`config.mk`:
```
export PLATFORM = sky130hd
export DESIGN_NAME = rr_mux_arbiter_flat
export DESIGN_NICKNAME = d
export VERILOG_FILES = /design/src/rtl/rr_mux_arbiter_if.sv /design/src/rtl/rr_mux_arbiter.sv /design/src/flat_wrapper.sv
export SDC_FILE = /design/constraint.sdc
export NUM_CORES = 1
export LEC_CHECK = 0
export CAP_MARGIN = 20
export CELL_PAD_IN_SITES_DETAIL_PLACEMENT = 1
export CELL_PAD_IN_SITES_GLOBAL_PLACEMENT = 2
export CORE_ASPECT_RATIO = 0.6
export CORE_MARGIN = 2
export CORE_UTILIZATION = 20
export CTS_CLUSTER_SIZE = 40
export DETAILED_ROUTE_END_ITERATION = 6
export PLACE_DENSITY_LB_ADDON = 0.1
export RECOVER_POWER = 25
export SLEW_MARGIN = 20
export SYNTH_ARGS = -nofsm -noshare
export SYNTH_HDL_FRONTEND = slang
export SYNTH_SLANG_ARGS = --single-unit
```
`constraint.sdc`:
```
create_clock -name clk -period 3.05 [get_ports clk]
set_clock_uncertainty 0.2 [all_clocks]
set_input_delay 0.915 -clock clk [delete_from_list [all_inputs] [get_ports clk]]
set_output_delay 0.915 -clock clk [all_outputs]
set_load 0.005 [all_outputs]
```
`src/rtl/rr_mux_arbiter_if.sv`:
```
// rr_mux_arbiter_if: four-channel input handshake plus registered output port
interface rr_mux_arbiter_if #(parameter int WIDTH = 4);
  logic [WIDTH-1:0] a_in;
  logic [WIDTH-1:0] b_in;
  logic [WIDTH-1:0] c_in;
  logic [WIDTH-1:0] d_in;
  logic [3:0]       in_valid;
  logic [3:0]       in_ready;
  logic [1:0]       sel;
  logic [WIDTH-1:0] out;
  logic             out_valid;
  logic             out_ready;
  modport master (
    output a_in, b_in, c_in, d_in, in_valid, out_ready,
    input  in_ready, sel, out, out_valid
  );
  modport slave (
    input  a_in, b_in, c_in, d_in, in_valid, out_ready,
    output in_ready, sel, out, out_valid
  );
endinterface

```
`src/rtl/rr_mux_arbiter.sv`:
```
// rr_mux_arbiter: round-robin 4:1 grant with a one-deep registered output stage
module rr_mux_arbiter #(parameter int WIDTH = 4) (
  input logic            clk,
  input logic            rst,
  rr_mux_arbiter_if.slave bus
);
  logic [1:0]       ptr;
  logic [1:0]       g;
  logic             slot_free;
  logic             grant;
  logic [WIDTH-1:0] din [4];
  assign din       = '{bus.a_in, bus.b_in, bus.c_in, bus.d_in};
  assign slot_free = !bus.out_valid || bus.out_ready;
  assign grant     = !rst && slot_free && |bus.in_valid;
  assign bus.in_ready = grant ? 4'(1) << g : 4'b0000;
  // first valid channel at or after ptr; descending scan lets the nearest one win
  always_comb begin
    g = ptr;
    for (int k = 3; k >= 0; k--)
      if (bus.in_valid[ptr + 2'(k)]) g = ptr + 2'(k);
  end
  // output register loads on grant, drains when empty, holds under stall
  always_ff @(posedge clk) begin
    if (rst) begin
      bus.out_valid <= 1'b0;
      bus.out       <= '0;
      bus.sel       <= 2'd0;
      ptr           <= 2'd0;
    end else if (slot_free) begin
      bus.out_valid <= grant;
      if (grant) begin
        bus.out <= din[g];
        bus.sel <= g;
        ptr     <= g + 2'd1;
      end
    end
  end
endmodule
```
`src/flat_wrapper.sv`:
```
// flat-port wrapper written by rule: the top's interface ports become plain ports
module rr_mux_arbiter_flat 
#(parameter int WIDTH = 4)
  (clk, rst, bus_a_in, bus_b_in, bus_c_in, bus_d_in, bus_in_valid, bus_out_ready, bus_in_ready, bus_sel, bus_out, bus_out_valid);
  rr_mux_arbiter_if #(.WIDTH(WIDTH)) bus_i ();
  input logic clk;
  input logic rst;
  input wire logic [$bits(bus_i.a_in)-1:0] bus_a_in;
  input wire logic [$bits(bus_i.b_in)-1:0] bus_b_in;
  input wire logic [$bits(bus_i.c_in)-1:0] bus_c_in;
  input wire logic [$bits(bus_i.d_in)-1:0] bus_d_in;
  input wire logic [$bits(bus_i.in_valid)-1:0] bus_in_valid;
  input wire logic [$bits(bus_i.out_ready)-1:0] bus_out_ready;
  output wire logic [$bits(bus_i.in_ready)-1:0] bus_in_ready;
  output wire logic [$bits(bus_i.sel)-1:0] bus_sel;
  output wire logic [$bits(bus_i.out)-1:0] bus_out;
  output wire logic [$bits(bus_i.out_valid)-1:0] bus_out_valid;
  assign bus_i.a_in = bus_a_in;
  assign bus_i.b_in = bus_b_in;
  assign bus_i.c_in = bus_c_in;
  assign bus_i.d_in = bus_d_in;
  assign bus_i.in_valid = bus_in_valid;
  assign bus_i.out_ready = bus_out_ready;
  assign bus_in_ready = bus_i.in_ready;
  assign bus_sel = bus_i.sel;
  assign bus_out = bus_i.out;
  assign bus_out_valid = bus_i.out_valid;
  rr_mux_arbiter #(.WIDTH(WIDTH)) u_core (.clk(clk), .rst(rst), .bus(bus_i));
endmodule
```
==> run metrics <==
Crit. End Element primary output; fill count 339; f_max 323 MHz; CTS clock-pin slew for the worst setup and hold paths 0.04 ns; WP data required 1.93 ns; Hold Path Origin u_core.bus.sel[1]; slew at the pin closest to its max-slew limit 0.382 ns; relative slew slack 74.5%; Syn Inst Count 66; Die H 46.6 µm; register area share after synthesis 29.8%; #FFs+latches synth 9; Core ar. 2870 µm²; Row Count 15; Yosys warnings 0; clock latency on the worst-skew pair 0.23 ns; Routability Congestion 0.706; final worst slack -0.0507 ns; Multi-input gate area 468 µm²; failing checks negative setup slack; Most used DFF post-synth dfxtp_1; final period utilization 102%; IO Port Bufs 33; cell area after layout 1250 µm²; drt first pass iters 3; min cycle time layout 3.10 ns; DRT Wirelength 2320 µm; Die W 75.0 µm; first-pass GRT wire length 3590 µm; final core utilization 43.7%; post-synthesis instance area 604 µm²; antenna violations before repair 0; root buffer cell clkbuf_8; PwrDens 404 nW/µm²; Post-synth EDFFs 0; status finished with violations; DRC 0; maximum buffer depth of the clock tree 2; largest net degree at the start of global routing 11; die area 3490 µm²; placed cell areas 1080 µm²; n_diodes 0; RR Startpoint u_core.ptr[1]; Reg area 180 µm²; share of post-route cells with drive strength above 1 41.3%; Vias/cell 4.36; Area Growth Syn to Fin 107%; Mean Syn Cell Area 9.16 µm²; hpwl dp 1770 µm; via count 711; max-cap viol count 0; asr flop ratio synth 0%; gr usage total 14.3%; CP arrival 1.99 ns; global route overflow 0; CTS Buf Count 3; Crit Path Class in -> out; DR iter-0 viols 24; WL/cell 14.2 µm; Final #Nets 145; post-synthesis cell type count 28; most frequent cells in the layout clkdlybuf4s50_1 (22), buf_4 (17), dfxtp_1 (9); Final Setup Violations 2; most common cell after layout, fill and taps aside clkdlybuf4s50_1; Leakage 0.526 nW; CTS tree built; Worst Hold Class reg -> reg; VDD IR max 0.297 mV; htree depth 1; Worst setup SP type input port; Max Slew Vio Count 0; CTS sink count 9; CP Max Fanout 4; vias in the first global route 748; Final ANT Viol Nets 0; Net Count, Synth 89; RSZ-0062 raised after global routing yes; Hold Vio Cnt, Final 0; num ports 34; Critical path origin bus_in_valid[2]; Starting Density 21.0%
area by class of cell:
| class | count | share of cell area [%] |
|---|---|---|
| Multi-Input combinational cell | 52 | 37.3 |
| Sequential cell | 9 | 14.4 |
| Clock buffer | 4 | 3.59 |
| Inverter | 2 | 0.599 |
| Timing Repair Buffer | 54 | 39.9 |
| Tap cell | 42 | 4.19 |
cell families (layout without fill, tap and decap cells):
family                    Yosys count  count (layout)  synth area share (%)
DFF                                 9               9                  29.8
and+or+nand+nor                    29              29                  31.1
muxes                               8               8                  13.3
buffers and inverters               5              60                  4.97
AOI/OAI and AO/OA                  14              14                  19.5
xor gates and xnor gates            1               1                  1.45
flip-flops by register name (all words and copies together) (netlist names):
register and flops:
u_core.ptr 2, u_core.bus.sel 2, u_core.bus.out 4, u_core.bus.out_valid 1
report_power, final:
part           total (mW)  switching (mW)  internal, mW
clock network       0.139          0.0483        0.0912
registers           0.147          0.0118         0.135
logic               0.220          0.0859         0.134
cell usage after synthesis, drive strengths merged (2+ instances only):
cell / n / share of area, %
clkbuf: 2 / 1.2
inv: 2 / 1.2
nor2: 4 / 2.5
nand2: 4 / 2.5
nor3: 2 / 4.3
nor4: 2 / 2.1
nand2b: 4 / 4.6
nor2b: 2 / 2.1
or3: 2 / 2.1
o221ai: 4 / 5.8
mux2i: 8 / 13
dfxtp: 9 / 30
nand3b: 6 / 7.5
a21oi: 4 / 4.6
worst max-delay path: stages:
cell and delay [ns]:
buf_8 0.10, nor4_4 0.29, buf_4 0.18, nor3_4 0.05
buf_6 0.12, buf_6 0.11, nand2_4 0.06, nor2_2 0.03
buf_2 0.12
path summary, 6_finish.rpt:
check                 endpoint  slack [ns]  depth (start not counted)
min          u_core.bus.sel[1]        0.28                          2
max            bus_in_ready[2]       -0.05                          9
max reg2reg  u_core.bus.out[3]        1.08                          7
min reg2reg  u_core.bus.sel[1]        0.28                          2
per-layer routing:
layer,vias to the layer above,share of wire (%),GRT usage [%],routed length (µm)
li1,356,-,-,-
met1,334,51,20.1,1180
met2,21,43,22.5,1000
met3,0,5.7,4.38,133
met4,0,0,1.07,0
met5,-,0,0,0
what timing repair did:
action                                 CTS  global route
gates cloned                             0             0
endpoints found under the hold margin    0             0
hold buffers                             0             0
pin swaps                                7             5
buffers inserted                         5             1
resized for setup                       60             7
setup endpoints to repair                4             4
per-stage QoR:
step                hold slack, ns  total power, mW  setup TNS [ns]  instances  setup slack [ns]
global placement             0.262            0.336           -3.67        153            -0.944
detailed placement           0.282            0.337           -3.88        153             -1.01
CTS                          0.292            0.510          -0.162        162           -0.0672
global route                 0.315            0.539          -0.280        163            -0.106
floorplan                    0.266            0.231               0         66            0.0982
finish                       0.283            0.506         -0.0575        163           -0.0507
No activity file was read; power rests on OpenSTA's default activity.
==> patch 1, RTL diff (config.mk and constraints unchanged) <==
`WIDTH` is set to 4 in 3 places; all go to 6.
--- a/src/rtl/rr_mux_arbiter_if.sv
+++ b/src/rtl/rr_mux_arbiter_if.sv
@@ -1,5 +1,5 @@
 // rr_mux_arbiter_if: four-channel input handshake plus registered output port
-interface rr_mux_arbiter_if #(parameter int WIDTH = 4);
+interface rr_mux_arbiter_if #(parameter int WIDTH = 6);
   logic [WIDTH-1:0] a_in;
   logic [WIDTH-1:0] b_in;
   logic [WIDTH-1:0] c_in;
--- a/src/rtl/rr_mux_arbiter.sv
+++ b/src/rtl/rr_mux_arbiter.sv
@@ -1,5 +1,5 @@
 // rr_mux_arbiter: round-robin 4:1 grant with a one-deep registered output stage
-module rr_mux_arbiter #(parameter int WIDTH = 4) (
+module rr_mux_arbiter #(parameter int WIDTH = 6) (
   input logic            clk,
   input logic            rst,
   rr_mux_arbiter_if.slave bus
--- a/src/flat_wrapper.sv
+++ b/src/flat_wrapper.sv
@@ -1,6 +1,6 @@
 // flat-port wrapper written by rule: the top's interface ports become plain ports
 module rr_mux_arbiter_flat 
-#(parameter int WIDTH = 4)
+#(parameter int WIDTH = 6)
   (clk, rst, bus_a_in, bus_b_in, bus_c_in, bus_d_in, bus_in_valid, bus_out_ready, bus_in_ready, bus_sel, bus_out, bus_out_valid);
   rr_mux_arbiter_if #(.WIDTH(WIDTH)) bus_i ();
   input logic clk;
Interface: changed (5 resized); port bits go from 34 to 44. No check against the original RTL was run, so the function may have changed too.
==> patch 1 against the original RTL <==
- maximum frequency increased by 3.1%
- area after synthesis increased by 12%
- combinational power increased by 5%
- setup slack improved by 92 ps
- cell area increased by 13%
- wire length increased by 20%
- synthesized cell count increased by 15%
- total power increased by 11%
- count of clock-buffer cells in the layout unchanged
- sequential cell count increased by 2
- clock power increased by 9%
==> patch 1: results (changes against the original RTL) <==
- Synth cell types: 24 (-14%)
- Post-synthesis mux area share: 17.68% (+4.4 points)
- Routability cong.: 0.7446 (+5.5%)
- Reg-to-reg slack, setup: 1170 ps (+90 ps)
- DP HPWL: 2.137 mm (+21%)
- R2R depth: 6 (-1)
- Worst hold endpoint: u_core.bus.sel[0]
- Top cells by instance count after synthesis: mux2i_1, dfxtp_1, nand3b_1, nor2_1, o221ai_1
- Worst R2R Start: u_core.ptr[0]
- Drt wl/cell: 15.15 um (+6.5%)
- Synth warn: 0 (unchanged)
- Setup crit end: bus_in_ready[3]
- Min-Delay Path Class: flop to flop
- Hold depth: 2 (unchanged)
- Crit-path max cell delay: 240 ps (-50 ps)
- First-pass GRT wire length: 4.367 mm (+22%)
- Critical-path top delay cell: o221ai_2
- Logic pwr share: 41.2% (-2.2 points)
- Synth area leaders: dfxtp_1, mux2i_1, nand3b_1
- Sequential element share of the synthesized area: 32.41% (+2.6 points)
- Total GRT Usage: 14.40% (+0.10 points)
- # port buffers: 43 (+30%)
- CP top delay family: simple AND/OR/NAND/NOR gates
- Clock transition at path regs: around 50 ps
- Comb power: 0.232 mW (+5%)
- Layout cell share with drive strength beyond 1: 35.25% (-6.1 points)
- Initial drt markers: 17 (-29%)
- # Post-CTS Setup Buffers: 1 (-4)
- Compound-Gate Fraction of Synth Area: 19.15% (-0.31 points)
- Syn nets: 107 (+20%)
- Critical path fanouts, max: 4 (unchanged)
- DR pass1 iterations: 4 (+1)
- Post-Synth XOR/XNOR Area: 1.289% (-0.16 points)
- PostCTS Resize Cnt: 59 (-1.7%)
- Worst EP arrival: 1890 ps (-100 ps)
- Largest net degree at the start of global routing: 13 (+2)
- Slew @ Worst Pin: 290.4 ps (-91.76 ps)
- R2r endpoint: u_core.bus.out[2]
- Nets@finish: 171 (+18%)
- Worst VDD drop: 269.4 uV (-9.4%)
- Clk pwr: 0.151 mW (+9%)
- Int Pwr: 0.3988 mW (+11%)
- Vias in the first global route: 927 (+24%)
- Crit path launch: bus_in_valid[3]
- DR vias: 838 (+18%)
- Leakage: 0.5800 nW (+10%)
- Hold_sp: u_core.bus.sel[0]
- Outcome: finished, final reports clean
- Top Registers: u_core.bus.out: 6 flops, u_core.bus.sel: 2 flops, u_core.ptr: 2 flops
- Hold Slack: 286.5 ps (+3.451 ps)
- Root buffer cell: clkbuf_8
- Post-synth ARST share: 0% (unchanged)
[patch 1: cell type report]
class | instances | area [um^2]
fillers | 395 | 1822
repair buffers | 63 | 574.3
clock buffers | 4 | 45.04
well taps | 45 | 56.30
multi-input cells | 58 | 514.2
flip-flops and latches | 11 | 220.2
inverters | 3 | 11.26
[patch 1: per-stage QoR]
stage	TNS, ps	cell area, um^2	instances	utilization [%]	worst slack, ps
6_report	0	1421	184	43.83	41.27
5_1_grt	-79.73	1421	184	43.83	-22.32
4_1_cts	0	1373	183	42.32	1.084
3_5_place_dp	-3610	1272	178	39.24	-938.6
3_3_place_gp	-3376	1272	178	39.24	-904.9
2_1_floorplan	0	679.4	76	-	172.1
[patch 1: layer usage]
metal	share of wire, %	vias up	routed length (um)	global-route usage (%)
met1	44	401	1221	17.32
met3	6.6	2	183	6.111
li1	-	411	-	-
met2	49	24	1371	24.72
met4	0.43	0	12	1.724
met5	0	-	0	0
==> patch 2, RTL diff (same settings) <==
Without the edit above. Reset style: asynchronous (`rst`), changed in one clocked block.
--- a/src/rtl/rr_mux_arbiter.sv
+++ b/src/rtl/rr_mux_arbiter.sv
@@ -20,7 +20,7 @@
       if (bus.in_valid[ptr + 2'(k)]) g = ptr + 2'(k);
   end
   // output register loads on grant, drains when empty, holds under stall
-  always_ff @(posedge clk) begin
+  always_ff @(posedge clk or posedge rst) begin
     if (rst) begin
       bus.out_valid <= 1'b0;
       bus.out       <= '0;
Formal check against the unedited RTL: differs if rst is asserted again (counterexample within 4 cycles, from zero or initial values and one cycle with rst high); with rst held inactive, the same outputs for 10 cycles.
==> patch 2 against the original RTL <==
- synthesized cell count is 3.0% lower
- largest cell class unchanged
- critical path type unchanged
- the flow still finishes with violations (setup timing)
- sequential cell count unchanged
- wire length increased by 4.2%
- via count is 1.3% higher
- utilization increased by 3.2 points
- area after synthesis is 2.5% lower
- setup slack got worse by 94 ps
- cell area is 5.9% higher
- die area is 2.3% lower
Power is not compared: it rests on default switching activity, and its combinational part moved more than twofold at a synthesized area within 25%.
==> patch 2: results (changes against the original RTL) <==
- First-pass GRT wire length: 3.519 mm (-2.1%)
- Final setup margin: -144.4 ps (-93.64 ps)
- Initial drt markers: 8 (-67%)
- Largest net degree at the start of global routing: 10 (-1)
- Nets@finish: 153 (+5.5%)
- Worst EP arrival: 2080 ps (+90 ps)
- Filler instances: 331 (-2.4%)
- Slew @ Worst Pin: 370.4 ps (-11.71 ps)
- Sequential element share of the synthesized area: 38.22% (+8.4 points)
- Violated checks: setup timing
- Root buffer cell: clkbuf_8
- Compound-Gate Fraction of Synth Area: 20.38% (+0.92 points)
- Post-synthesis mux area share: 13.59% (+0.34 points)
- Outcome: finished, violations left
- Top Registers: u_core.bus.out: 4 flops, u_core.bus.sel: 2 flops, u_core.ptr: 2 flops
- DP HPWL: 1.502 mm (-15%)
- Detailed-routed wire length on met2: 1.041 mm (+3.9%)
- WL met3: 149 um (+12%)
- Diodes inserted: 0 (unchanged)
- Synth cell types: 22 (-21%)
- Crit path launch: bus_in_valid[0]
- Flip-flop and latch area: 225.2 um^2 (+25%)
- Area after DPL: 1047 um^2 (-2.8%)
- Leakage: about 0.63 nW
- DR vias: 720 (+1.3%)
- Worst R2R Start: u_core.ptr[1]
- DR pass1 iterations: 2 (-1)
- Top cells by instance count after synthesis: nand2_1, dfrtp_1, mux2i_1, o221ai_1, inv_1
- Post-Synth XOR/XNOR Area: 1.486% (+0.037 points)
- Hold_sp: u_core.bus.sel[0]
- # setup viols final: 4 (+2)
- WL final: 2.416 mm (+4.2%)
- Syn nets: 87 (-2.2%)
- DRT met1 WL: 1.225 mm (+3.6%)
- Total GRT Usage: 13.99% (-0.31 points)
- Synth area leaders: dfrtp_1, mux2i_1, o221ai_1
- Routability cong.: 0.6697 (-5.1%)
[patch 2: cells by family (layout without fill, tap and decap cells)]
group                  after synthesis  after routing
buffers and inverters                9             74
multiplexers                         8              8
flip-flops                           9              9
XOR/XNOR                             1              1
AO/OA/AOI/OAI                       13             13
AND/OR/NAND/NOR                     24             24
[patch 2: worst max-delay path, cell delays in order]
cell and delay (ps):
buf_8 100, buf_6 110, nor2_4 130, nand2_2 70, a22oi_2 310, nand2b_4 110
buf_6 130, nor2_4 90, buf_2 110
[patch 2: worst paths after layout]
kind / cells past startpoint / slack, ps / to
min in group asynchronous: 2 / 460 / u_core.bus.out_valid
setup / recovery: 9 / -140 / bus_in_ready[3]
hold / removal: 2 / 280 / u_core.bus.sel[0]
max in group asynchronous: 2 / 1930 / u_core.bus.out[2]
hold reg to reg: 2 / 280 / u_core.bus.sel[0]
setup reg to reg: 8 / 780 / u_core.bus.out[2]
[patch 2: repair_timing]
action                                  4_1_cts  5_1_grt
hold buffers                                  0        0
pin swaps                                     6        6
gates resized for setup                      53       16
endpoints found under the setup margin        4        6
hold endpoints to repair                      0        0
buffers inserted                             16        4
[patch 2: report_power, final]
part           switching (mW)  internal [mW]
sequential             0.0477          0.167
combinational           0.192          0.279
clock                  0.0468         0.0910
[patch 2: layout make-up]
cell class,count,area share [%]
Tap cell,42,3.959
Multi-Input combinational cell,46,31.20
Inverter,5,1.414
Clock buffer,4,3.393
Sequential cell,9,16.97
Timing Repair Buffer,65,43.07
[patch 2: stage by stage]
step	setup TNS (ps)	worst slack (ps)	utilization, %	total power, mW	instances
6_report	-405.2	-144.4	46.84	0.8242	171
5_1_grt	-671.4	-211.2	46.84	0.8867	171
4_1_cts	-320.6	-145.5	44.28	0.7837	168
3_5_place_dp	-3749	-962.3	36.95	0.5716	148
3_3_place_gp	-3563	-913.8	36.95	0.5704	148
2_1_floorplan	0	72.33	-	0.3725	64
[patch 2: routing by layer]
metal  track usage, %  up-vias
li1                 -      356
met1            19.95      343
met2            21.07       21
met3            5.088        0
met4            1.091        0
met5                0        -
